## config.mk

```make
export PLATFORM = sky130hd
export DESIGN_NAME = code_patch_cfg_ctrl_flat
export DESIGN_NICKNAME = d
export VERILOG_FILES = /design/src/rtl/code_patch_cfg_ctrl_if.sv /design/src/rtl/code_patch_cfg_ctrl.sv /design/src/flat_wrapper.sv
export SDC_FILE = /design/constraint.sdc
export NUM_CORES = 1
export LEC_CHECK = 0
export CORE_AREA = 2 2 236 238
export DETAILED_ROUTE_END_ITERATION = 8
export DIE_AREA = 0 0 238 240
export GPL_TIMING_DRIVEN = 0
export PLACE_DENSITY = 0.75
export SKIP_CTS_REPAIR_TIMING = 1
export SLEW_MARGIN = 20
export SYNTH_ARGS = -nofsm -noshare
export SYNTH_HDL_FRONTEND = slang
export SYNTH_SLANG_ARGS = --single-unit
```

## constraint.sdc

```tcl
create_clock -name clk_i -period 2.8 [get_ports clk_i]
set_input_delay 0.56 -clock clk_i [delete_from_list [all_inputs] [get_ports clk_i]]
set_output_delay 0.56 -clock clk_i [all_outputs]
set_load 0.005 [all_outputs]
```

## src/rtl/code_patch_cfg_ctrl_if.sv

```systemverilog
// code_patch_cfg_ctrl_if: request channel into the patch configuration sequencer
interface code_patch_cfg_ctrl_if #(
  parameter int ADDR_WIDTH = 32,
  parameter int DATA_WIDTH = 32,
  parameter int IDX_WIDTH  = 4
);
  logic                  req_valid;
  logic                  req_ready;
  logic [1:0]            req_op;
  logic [IDX_WIDTH-1:0]  req_idx;
  logic [ADDR_WIDTH-1:0] req_addr;
  logic [DATA_WIDTH-1:0] req_data;
  logic                  req_nopg;
  logic                  req_gen;
  modport master (
    output req_valid, req_op, req_idx, req_addr, req_data, req_nopg, req_gen,
    input  req_ready
  );
  modport slave (
    input  req_valid, req_op, req_idx, req_addr, req_data, req_nopg, req_gen,
    output req_ready
  );
endinterface

```

## src/rtl/code_patch_cfg_ctrl.sv

```systemverilog
// code_patch_cfg_ctrl: gated gate/drain/update/restore sequencer for the patch substitution registers
module code_patch_cfg_ctrl #(
  parameter int ADDR_WIDTH    = 32,
  parameter int DATA_WIDTH    = 32,
  parameter int NUM_REGS      = 8,
  parameter int IDX_WIDTH     = 4,
  parameter int DRAIN_TIMEOUT = 16
) (
  input  logic                                 clk_i,
  input  logic                                 rst_i,
  code_patch_cfg_ctrl_if.slave                 req,
  input  logic                                 si_read_i,
  output logic [NUM_REGS-1:0][ADDR_WIDTH-1:0]  ctl_pat_addr_o,
  output logic [NUM_REGS-1:0][DATA_WIDTH-1:0]  ctl_pat_data_o,
  output logic [NUM_REGS-1:0]                  ctl_pat_pen_o,
  output logic [NUM_REGS-1:0]                  ctl_pat_nopg_o,
  output logic                                 cfg_pat_gen_o,
  output logic                                 busy_o,
  output logic                                 done_o,
  output logic                                 err_o
);
  localparam int CW = $clog2(DRAIN_TIMEOUT + 1);
  typedef enum logic [2:0] {IDLE, GATE, DRAIN, UPDATE, RESTORE} state_e;
  state_e                              state_q;
  logic [CW-1:0]                       cnt_q;
  logic [1:0]                          op_q;
  logic [IDX_WIDTH-1:0]                idx_q;
  logic [ADDR_WIDTH-1:0]               addr_q;
  logic [DATA_WIDTH-1:0]               data_q;
  logic                                nopg_q;
  logic                                req_gen_q;
  logic [NUM_REGS-1:0][ADDR_WIDTH-1:0] pat_addr_q;
  logic [NUM_REGS-1:0][DATA_WIDTH-1:0] pat_data_q;
  logic [NUM_REGS-1:0]                 pen_q;
  logic [NUM_REGS-1:0]                 pat_nopg_q;
  logic                                gen_en_q;
  logic                                gen_q;
  logic                                ready_q;
  logic                                busy_q;
  logic                                done_q;
  logic                                err_q;
  logic                                bad_idx;
  // index is widened by one bit so NUM_REGS == 2**IDX_WIDTH compares correctly
  assign bad_idx = !req.req_op[1] && ({1'b0, req.req_idx} >= (IDX_WIDTH+1)'(NUM_REGS));
  // sequencer: patch generation is held off while the bus drains, then the entry is committed
  always_ff @(posedge clk_i) begin
    if (rst_i) begin
      state_q    <= IDLE;
      cnt_q      <= '0;
      op_q       <= '0;
      idx_q      <= '0;
      addr_q     <= '0;
      data_q     <= '0;
      nopg_q     <= 1'b0;
      req_gen_q  <= 1'b0;
      pat_addr_q <= '0;
      pat_data_q <= '0;
      pen_q      <= '0;
      pat_nopg_q <= '0;
      gen_en_q   <= 1'b0;
      gen_q      <= 1'b0;
      ready_q    <= 1'b1;
      busy_q     <= 1'b0;
      done_q     <= 1'b0;
      err_q      <= 1'b0;
    end else begin
      done_q <= 1'b0;
      err_q  <= 1'b0;
      case (state_q)
        IDLE: if (req.req_valid && ready_q) begin
          if (bad_idx) err_q <= 1'b1;
          else begin
            op_q      <= req.req_op;
            idx_q     <= req.req_idx;
            addr_q    <= req.req_addr;
            data_q    <= req.req_data;
            nopg_q    <= req.req_nopg;
            req_gen_q <= req.req_gen;
            ready_q   <= 1'b0;
            busy_q    <= 1'b1;
            gen_q     <= 1'b0;
            state_q   <= GATE;
          end
        end
        GATE: begin
          cnt_q   <= '0;
          state_q <= DRAIN;
        end
        DRAIN: if (!si_read_i) state_q <= UPDATE;
        else if (cnt_q == CW'(DRAIN_TIMEOUT - 1)) begin
          err_q   <= 1'b1;
          gen_q   <= gen_en_q;
          state_q <= RESTORE;
        end else cnt_q <= cnt_q + 1'b1;
        UPDATE: begin
          for (int i = 0; i < NUM_REGS; i++)
            if (op_q == 2'b10 || (!op_q[1] && IDX_WIDTH'(i) == idx_q)) begin
              pat_addr_q[i] <= op_q == 2'b00 ? addr_q : '0;
              pat_data_q[i] <= op_q == 2'b00 ? data_q : '0;
              pat_nopg_q[i] <= op_q == 2'b00 && nopg_q;
              pen_q[i]      <= op_q == 2'b00;
            end
          if (op_q == 2'b11) gen_en_q <= req_gen_q;
          gen_q   <= op_q == 2'b11 ? req_gen_q : gen_en_q;
          done_q  <= 1'b1;
          state_q <= RESTORE;
        end
        RESTORE: begin
          ready_q <= 1'b1;
          busy_q  <= 1'b0;
          state_q <= IDLE;
        end
        default: state_q <= IDLE;
      endcase
    end
  end
  assign req.req_ready   = ready_q;
  assign ctl_pat_addr_o  = pat_addr_q;
  assign ctl_pat_data_o  = pat_data_q;
  assign ctl_pat_pen_o   = pen_q;
  assign ctl_pat_nopg_o  = pat_nopg_q;
  assign cfg_pat_gen_o   = gen_q;
  assign busy_o          = busy_q;
  assign done_o          = done_q;
  assign err_o           = err_q;
endmodule

```

## src/flat_wrapper.sv

```systemverilog
// flat-port wrapper written by rule: the top's interface ports become plain ports
module code_patch_cfg_ctrl_flat 
#(
  parameter int ADDR_WIDTH    = 32,
  parameter int DATA_WIDTH    = 32,
  parameter int NUM_REGS      = 8,
  parameter int IDX_WIDTH     = 4,
  parameter int DRAIN_TIMEOUT = 16
)
  (clk_i, rst_i, si_read_i, ctl_pat_addr_o, ctl_pat_data_o, ctl_pat_pen_o, ctl_pat_nopg_o, cfg_pat_gen_o, busy_o, done_o, err_o, req_req_valid, req_req_op, req_req_idx, req_req_addr, req_req_data, req_req_nopg, req_req_gen, req_req_ready);
  code_patch_cfg_ctrl_if #(.ADDR_WIDTH(ADDR_WIDTH), .DATA_WIDTH(DATA_WIDTH), .IDX_WIDTH(IDX_WIDTH)) req_i ();
  input  logic clk_i;
  input  logic rst_i;
  input  logic si_read_i;
  output logic [NUM_REGS-1:0][ADDR_WIDTH-1:0] ctl_pat_addr_o;
  output logic [NUM_REGS-1:0][DATA_WIDTH-1:0] ctl_pat_data_o;
  output logic [NUM_REGS-1:0] ctl_pat_pen_o;
  output logic [NUM_REGS-1:0] ctl_pat_nopg_o;
  output logic cfg_pat_gen_o;
  output logic busy_o;
  output logic done_o;
  output logic err_o;
  input wire logic [$bits(req_i.req_valid)-1:0] req_req_valid;
  input wire logic [$bits(req_i.req_op)-1:0] req_req_op;
  input wire logic [$bits(req_i.req_idx)-1:0] req_req_idx;
  input wire logic [$bits(req_i.req_addr)-1:0] req_req_addr;
  input wire logic [$bits(req_i.req_data)-1:0] req_req_data;
  input wire logic [$bits(req_i.req_nopg)-1:0] req_req_nopg;
  input wire logic [$bits(req_i.req_gen)-1:0] req_req_gen;
  output wire logic [$bits(req_i.req_ready)-1:0] req_req_ready;
  assign req_i.req_valid = req_req_valid;
  assign req_i.req_op = req_req_op;
  assign req_i.req_idx = req_req_idx;
  assign req_i.req_addr = req_req_addr;
  assign req_i.req_data = req_req_data;
  assign req_i.req_nopg = req_req_nopg;
  assign req_i.req_gen = req_req_gen;
  assign req_req_ready = req_i.req_ready;
  code_patch_cfg_ctrl #(.ADDR_WIDTH(ADDR_WIDTH), .DATA_WIDTH(DATA_WIDTH), .NUM_REGS(NUM_REGS), .IDX_WIDTH(IDX_WIDTH), .DRAIN_TIMEOUT(DRAIN_TIMEOUT)) u_core (.clk_i(clk_i), .rst_i(rst_i), .req(req_i), .si_read_i(si_read_i), .ctl_pat_addr_o(ctl_pat_addr_o), .ctl_pat_data_o(ctl_pat_data_o), .ctl_pat_pen_o(ctl_pat_pen_o), .ctl_pat_nopg_o(ctl_pat_nopg_o), .cfg_pat_gen_o(cfg_pat_gen_o), .busy_o(busy_o), .done_o(done_o), .err_o(err_o));
endmodule
```

* Word-level counts from Yosys, hierarchy flattened
Index checks and enable logic that the tools add are counted.
W data, S select, Z words.
** Word-level totals
- Register bits :: 614
- Latch bits :: 0
- Bits in writable memories :: 0
- Bits in read-only memories :: 0
- Input port bits :: 76
- Output and inout bits :: 533
- Word-level logic and storage cells :: 135
- Memories :: 0
** Cells by class
- Add/sub/neg operators :: 1
- Multipliers :: 0
- Div/mod/pow operators :: 0
- $lt $le $gt $ge :: 1
- Equality and inequality tests :: 20
- Shift-type cells :: 0
- Multiplexer cells :: 26
- Bitwise operators :: 1
- Reduce and logical (&&, ||, !) cells :: 40
** Operators with widths (number)
- $mux W32 :: 2
- $eq A3 B4 Y1 const A :: 4
- $reduce_and A2 Y1 :: 8
- $mux W1 :: 12
- $mux W3 :: 4
- $pmux W3 S4 :: 1
- $reduce_and A3 Y1 :: 4
- $logic_and A1 B1 Y1 :: 11
- $mux W5 :: 2
- $pmux W5 S2 :: 1
- $eq A2 B4 Y1 const A :: 2
- $logic_or A1 B1 Y1 :: 8
- $eq A3 B2 Y1 const B :: 2
- $ne A2 B2 Y1 const B :: 3
- $pmux W1 S2 :: 3
- $add A5 B1 Y5 const B :: 1
- $eq A5 B4 Y1 const B :: 1
- $reduce_and A5 Y1 :: 1
- $eq A1 B4 Y1 const A :: 1
- $eq A2 B2 Y1 const B :: 2
- $ge A4 B4 Y1 const B :: 1
- $logic_not A4 Y1 :: 1
- $ne A2 B1 Y1 const B :: 2
- $reduce_bool A2 Y1 :: 2
- 9 further kinds :: 10

* Logic depth before layout (Yosys ltp)
- Depth after elaboration :: 5
- Gate-level depth with buffers :: 7
- Mapped depth without buffers :: 7

* Least setup slack after synthesis
Ideal clock, no wire load.
- Path type :: register -> register
- From :: reg u_core.cnt_q[0]
- To :: reg u_core.cnt_q[4]
- Library setup time :: 121 ps
- Arrival time :: 1739 ps
- Data required time :: 2679 ps
- Setup slack :: 940 ps
- Cell stages (with the launch flop) :: 7
- Buffers on the path :: 0
- Period minus slack after synthesis :: 1860 ps
- Cell sequence :: dfxtp_1 -> ha_1 -> and3_1 -> ha_1 -> nand4bb_1 -> a21oi_1 -> mux2_2
** Between the ends
- Cells in the longest elaborated chain, start to end :: 4
- Elaborated cells between the ends (all ways) :: 7
- Those cells by class :: add/sub: 1; eq/ne: 2; mux: 3; reduce/logical: 1
** RTL lines
- start, declared :: RTL line code_patch_cfg_ctrl.sv:25 : logic [CW-1:0] cnt_q;
- start signal, assigned :: RTL line code_patch_cfg_ctrl.sv:94 : end else cnt_q <= cnt_q + 1'b1;
- $add A5 B1 Y5 :: RTL line code_patch_cfg_ctrl.sv:94
- $mux W5 :: RTL line code_patch_cfg_ctrl.sv:90 : else if (cnt_q == CW'(DRAIN_TIMEOUT - 1)) begin
- $mux W5 :: RTL line code_patch_cfg_ctrl.sv:89 : DRAIN: if (!si_read_i) state_q <= UPDATE;
- $pmux W5 S2 :: RTL line code_patch_cfg_ctrl.sv:69 : case (state_q)
Several ways; a longest one is shown, not always the timed one. The select of a mux whose other input is x is not followed.
A chain may end at the register's enable or synchronous reset.

==> key figures <==
Yosys
  – FF+latch count, synth: 614
  – Synth warnings: 0
  – Cells after Synth: 2239
  – Synth Cell Area: 22100 sq um
  – Dominant synthesized flop cell: dfxtp_1
  – Post-synthesis sequential area ratio: 55.7%
  – Post-synth EDFFs: 0
  – Synth Net Count: 2317
  – Syn_area_per_cell: 9.85 sq um
  – Async SR Flop Fraction: 0%
  – Netlist cell types: 51

Pwr
  – Leakage: 0.0105 uW
  – Pwr dens: 590 nW/um^2
  – VDD IR max: 0.468 mV

Hold path
  – Worst Hold Launch: u_core.data_q[1]$_SDFFE_PP0P_
  – Hold depth: 2
  – Hold Path End: u_core.data_q[1]$_SDFFE_PP0P_
  – Hold crit path type: flip-flop to flip-flop

Layout
  – Nets: 2987
  – Non-Filler Instances: 3673
  – Area added between synthesis and finish: 41.0%
  – Final core utilization: 56.9%
  – Commonest non-fill, non-tap cell in the layout: dfxtp_1
  – Final Instance Area: 31100 sq um
  – Most frequent cells in the layout: 614 x dfxtp_1, 608 x clkdlybuf4s50_1, 528 x nand3b_1
  – Layout cells sized above 1: 8.86%

Global routing
  – Vias in the first global route: 20300
  – Initial antenna violation count: 8
  – Total Routing Usage GR: 31.8%
  – First-pass GRT wire length: 135 mm
  – Pin count of the biggest net entering global routing: 16
  – Grt total ovfl: 0

Critical path
  – CP endpoint kind: flip-flop
  – RR Startpoint: u_core.idx_q[2]$_SDFFE_PP0P_
  – Number of cells on the critical path: 6
  – Crit path buf inv count: 4
  – Top cell by count, worst path: clkbuf_1
  – R2R depth: 5
  – Critical-path maximum fanout: 11
  – Crit-path cells: clkdlybuf4s50_1, clkbuf_1, clkbuf_1, clkbuf_1, nand3b_1, o21ai_0
  – RR Endpoint: u_core.ctl_pat_data_o[132]$_SDFFE_PP0P_
  – Flop2flop setup slack: 0.23 ns
  – Critical Path AT: 3.14 ns
  – Crit-path slowest cell: clkbuf_1
  – Startpoint types: primary input
  – Critical setup path kind: primary input to flip-flop
  – Crit path max-delay family: buffers and inverters
  – Req. time, crit path: 3.26 ns
  – Worst path max stage delay: 0.64 ns

Placement
  – Final Wtd Congestion: 0.912
  – Final HPWL DP: 70.8 mm
  – # port buffers: 608
  – Post-Place Cell Area: 29000 sq um
  – Inst Count DP: 3551

Timing
  – RSZ-0062 raised after global routing: no
  – Slew headroom: 30.8%
  – Final worst path period need: 2.68 ns
  – Fin crit share: 95.8%
  – Final hold violation count: 0
  – Worst-margin pin slew: 1.04 ns
  – Final setup vio count: 0
  – Achievable Freq: 373 MHz
  – Final slew viol count: 0
  – Clock Skews: 0.0253 ns

Floorplan
  – Die X: 238 microns
  – Num ports: 609
  – Row count: 86
  – Starting Density: 40.4%
  – DIE HEIGHT: 240 microns
  – Die area: 57100 sq um
  – Core area: 54700 sq um

Outcome
  – Status: complete, no violations

Route
  – Post-route ant nets: 0
  – Routed wire length: 94.9 mm
  – DRC viols: 0
  – Via-per-instance ratio: 5.71
  – Initial DRC Count: 1817
  – DR vias: 21000
  – Initial DRT Pass Iterations: 5
  – WL per Instance: 25.8 microns

Clock network
  – Clock sinks: 614
  – TritonCTS Buffers: 60
  – Deepest clock path buffer count: 3
  – CTS root buf: clkbuf_16
  – Clock Latency Late Sink: 0.62 ns
  – CTS tree: yes
  – Reg clk slew, reported paths: 0.06 ns
  – H-Tree Depth: 2

Run
  – Max-Cap Viols: 0
[area by class of cell]
class                   instances  area [sq um]
fillers                      4660         23500
flip-flops and latches        614         12300
multi-input cells            1414          8690
repair buffers                608          6090
clock buffers                  83          1710
plain buffers                 209          1080
well taps                     704           881
clock inverters                28           344
diodes                         11          27.5
inverters                       2          7.51
[Yosys cell counts (all sizes together) (2+ instances only)]
cell type,count,area (sq um)
nand2b,5,31.3
ha,2,25.0
nand3,5,25.0
o211ai,8,100
nand4,2,12.5
buf,93,642
o21ai,529,2650
inv,2,7.51
nand3b,528,3960
clkbuf,116,437
dfxtp,614,12300
and4bb,3,37.5
nor2,4,15.0
nor3,5,30.0
nor2b,4,25.0
a211oi,2,15.0
a21oi,76,380
and4b,2,20.0
nand2,212,1130
and3,2,12.5
nor4b,4,41.3
o22ai,2,12.5
a21o,2,15.0
[state kept, by name, summed over array words and instances (netlist names), 2 cells and up]
signal / count
u_core.data_q: 32
u_core.addr_q: 32
u_core.state_q: 3
u_core.op_q: 2
u_core.idx_q: 4
u_core.ctl_pat_pen_o: 8
u_core.ctl_pat_addr_o: 256
u_core.ctl_pat_nopg_o: 8
u_core.ctl_pat_data_o: 256
u_core.cnt_q: 5
[how the worst max path moves through the flow]
stage	slack [ns]	from	endpoint
after floorplan	0.94	u_core.cnt_q[0]$_SDFFE_PP0P_	u_core.cnt_q[4]$_SDFFE_PP0P_
after global routing	0.06	rst_i	u_core.ctl_pat_data_o[128]$_SDFFE_PP0P_
after CTS	-0.13	rst_i	u_core.ctl_pat_addr_o[60]$_SDFFE_PP0P_
after detailed placement	-0.78	rst_i	u_core.ctl_pat_addr_o[60]$_SDFFE_PP0P_
after global placement	-0.81	rst_i	u_core.ctl_pat_addr_o[59]$_SDFFE_PP0P_
final	0.12	rst_i	u_core.ctl_pat_data_o[68]$_SDFFE_PP0P_
[where the power goes]
group | switching [uW] | total [uW] | leakage [uW] | internal (uW)
logic | 652 | 1030 | 0.00454 | 381
registers | 82.9 | 8900 | 0.00495 | 8820
clock network | 3530 | 8440 | 0.00101 | 4910
[cells by family (layout without fill, tap and decap cells)]
kind of cell	Yosys count	in the layout	share of synthesized area, %
adder cells (fa/ha/maj)	2	2	0.113
buffers and inverters	211	930	4.92
multiplexers	2	2	0.0964
other	0	11	0
AO/OA/AOI/OAI	626	626	14.7
flip-flops	614	614	55.7
AND/OR/NAND/NOR	784	784	24.5
[routing by layer]
layer	GRT usage [%]	vias up	routed length, microns
met3	6.57	259	8270
li1	-	9252	-
met4	16.6	0	5520
met5	0	-	0
met2	52.0	1140	43600
met1	39.6	10300	37500
[stage by stage]
stage / total power (uW) / TNS (ns) / setup WS [ns] / hold WS [ns]
floorplan: 9650 / 0 / 0.940 / 0.437
global placement: 10100 / -202.20 / -0.809 / 0.443
detailed placement: 10100 / -209.41 / -0.783 / 0.447
CTS: 18400 / -4.75 / -0.133 / 0.451
global route: 18800 / 0 / 0.0560 / 0.470
finish: 18400 / 0 / 0.118 / 0.458
[worst register-to-register path, stage by stage, from the launching register on]
cell and delay (ns):
dfxtp_1 0.40, nor4b_2 0.21, o211ai_2 0.81, buf_2 0.46
clkbuf_2 0.37, o21ai_0 0.17
Power figures use the tool's default switching activity.
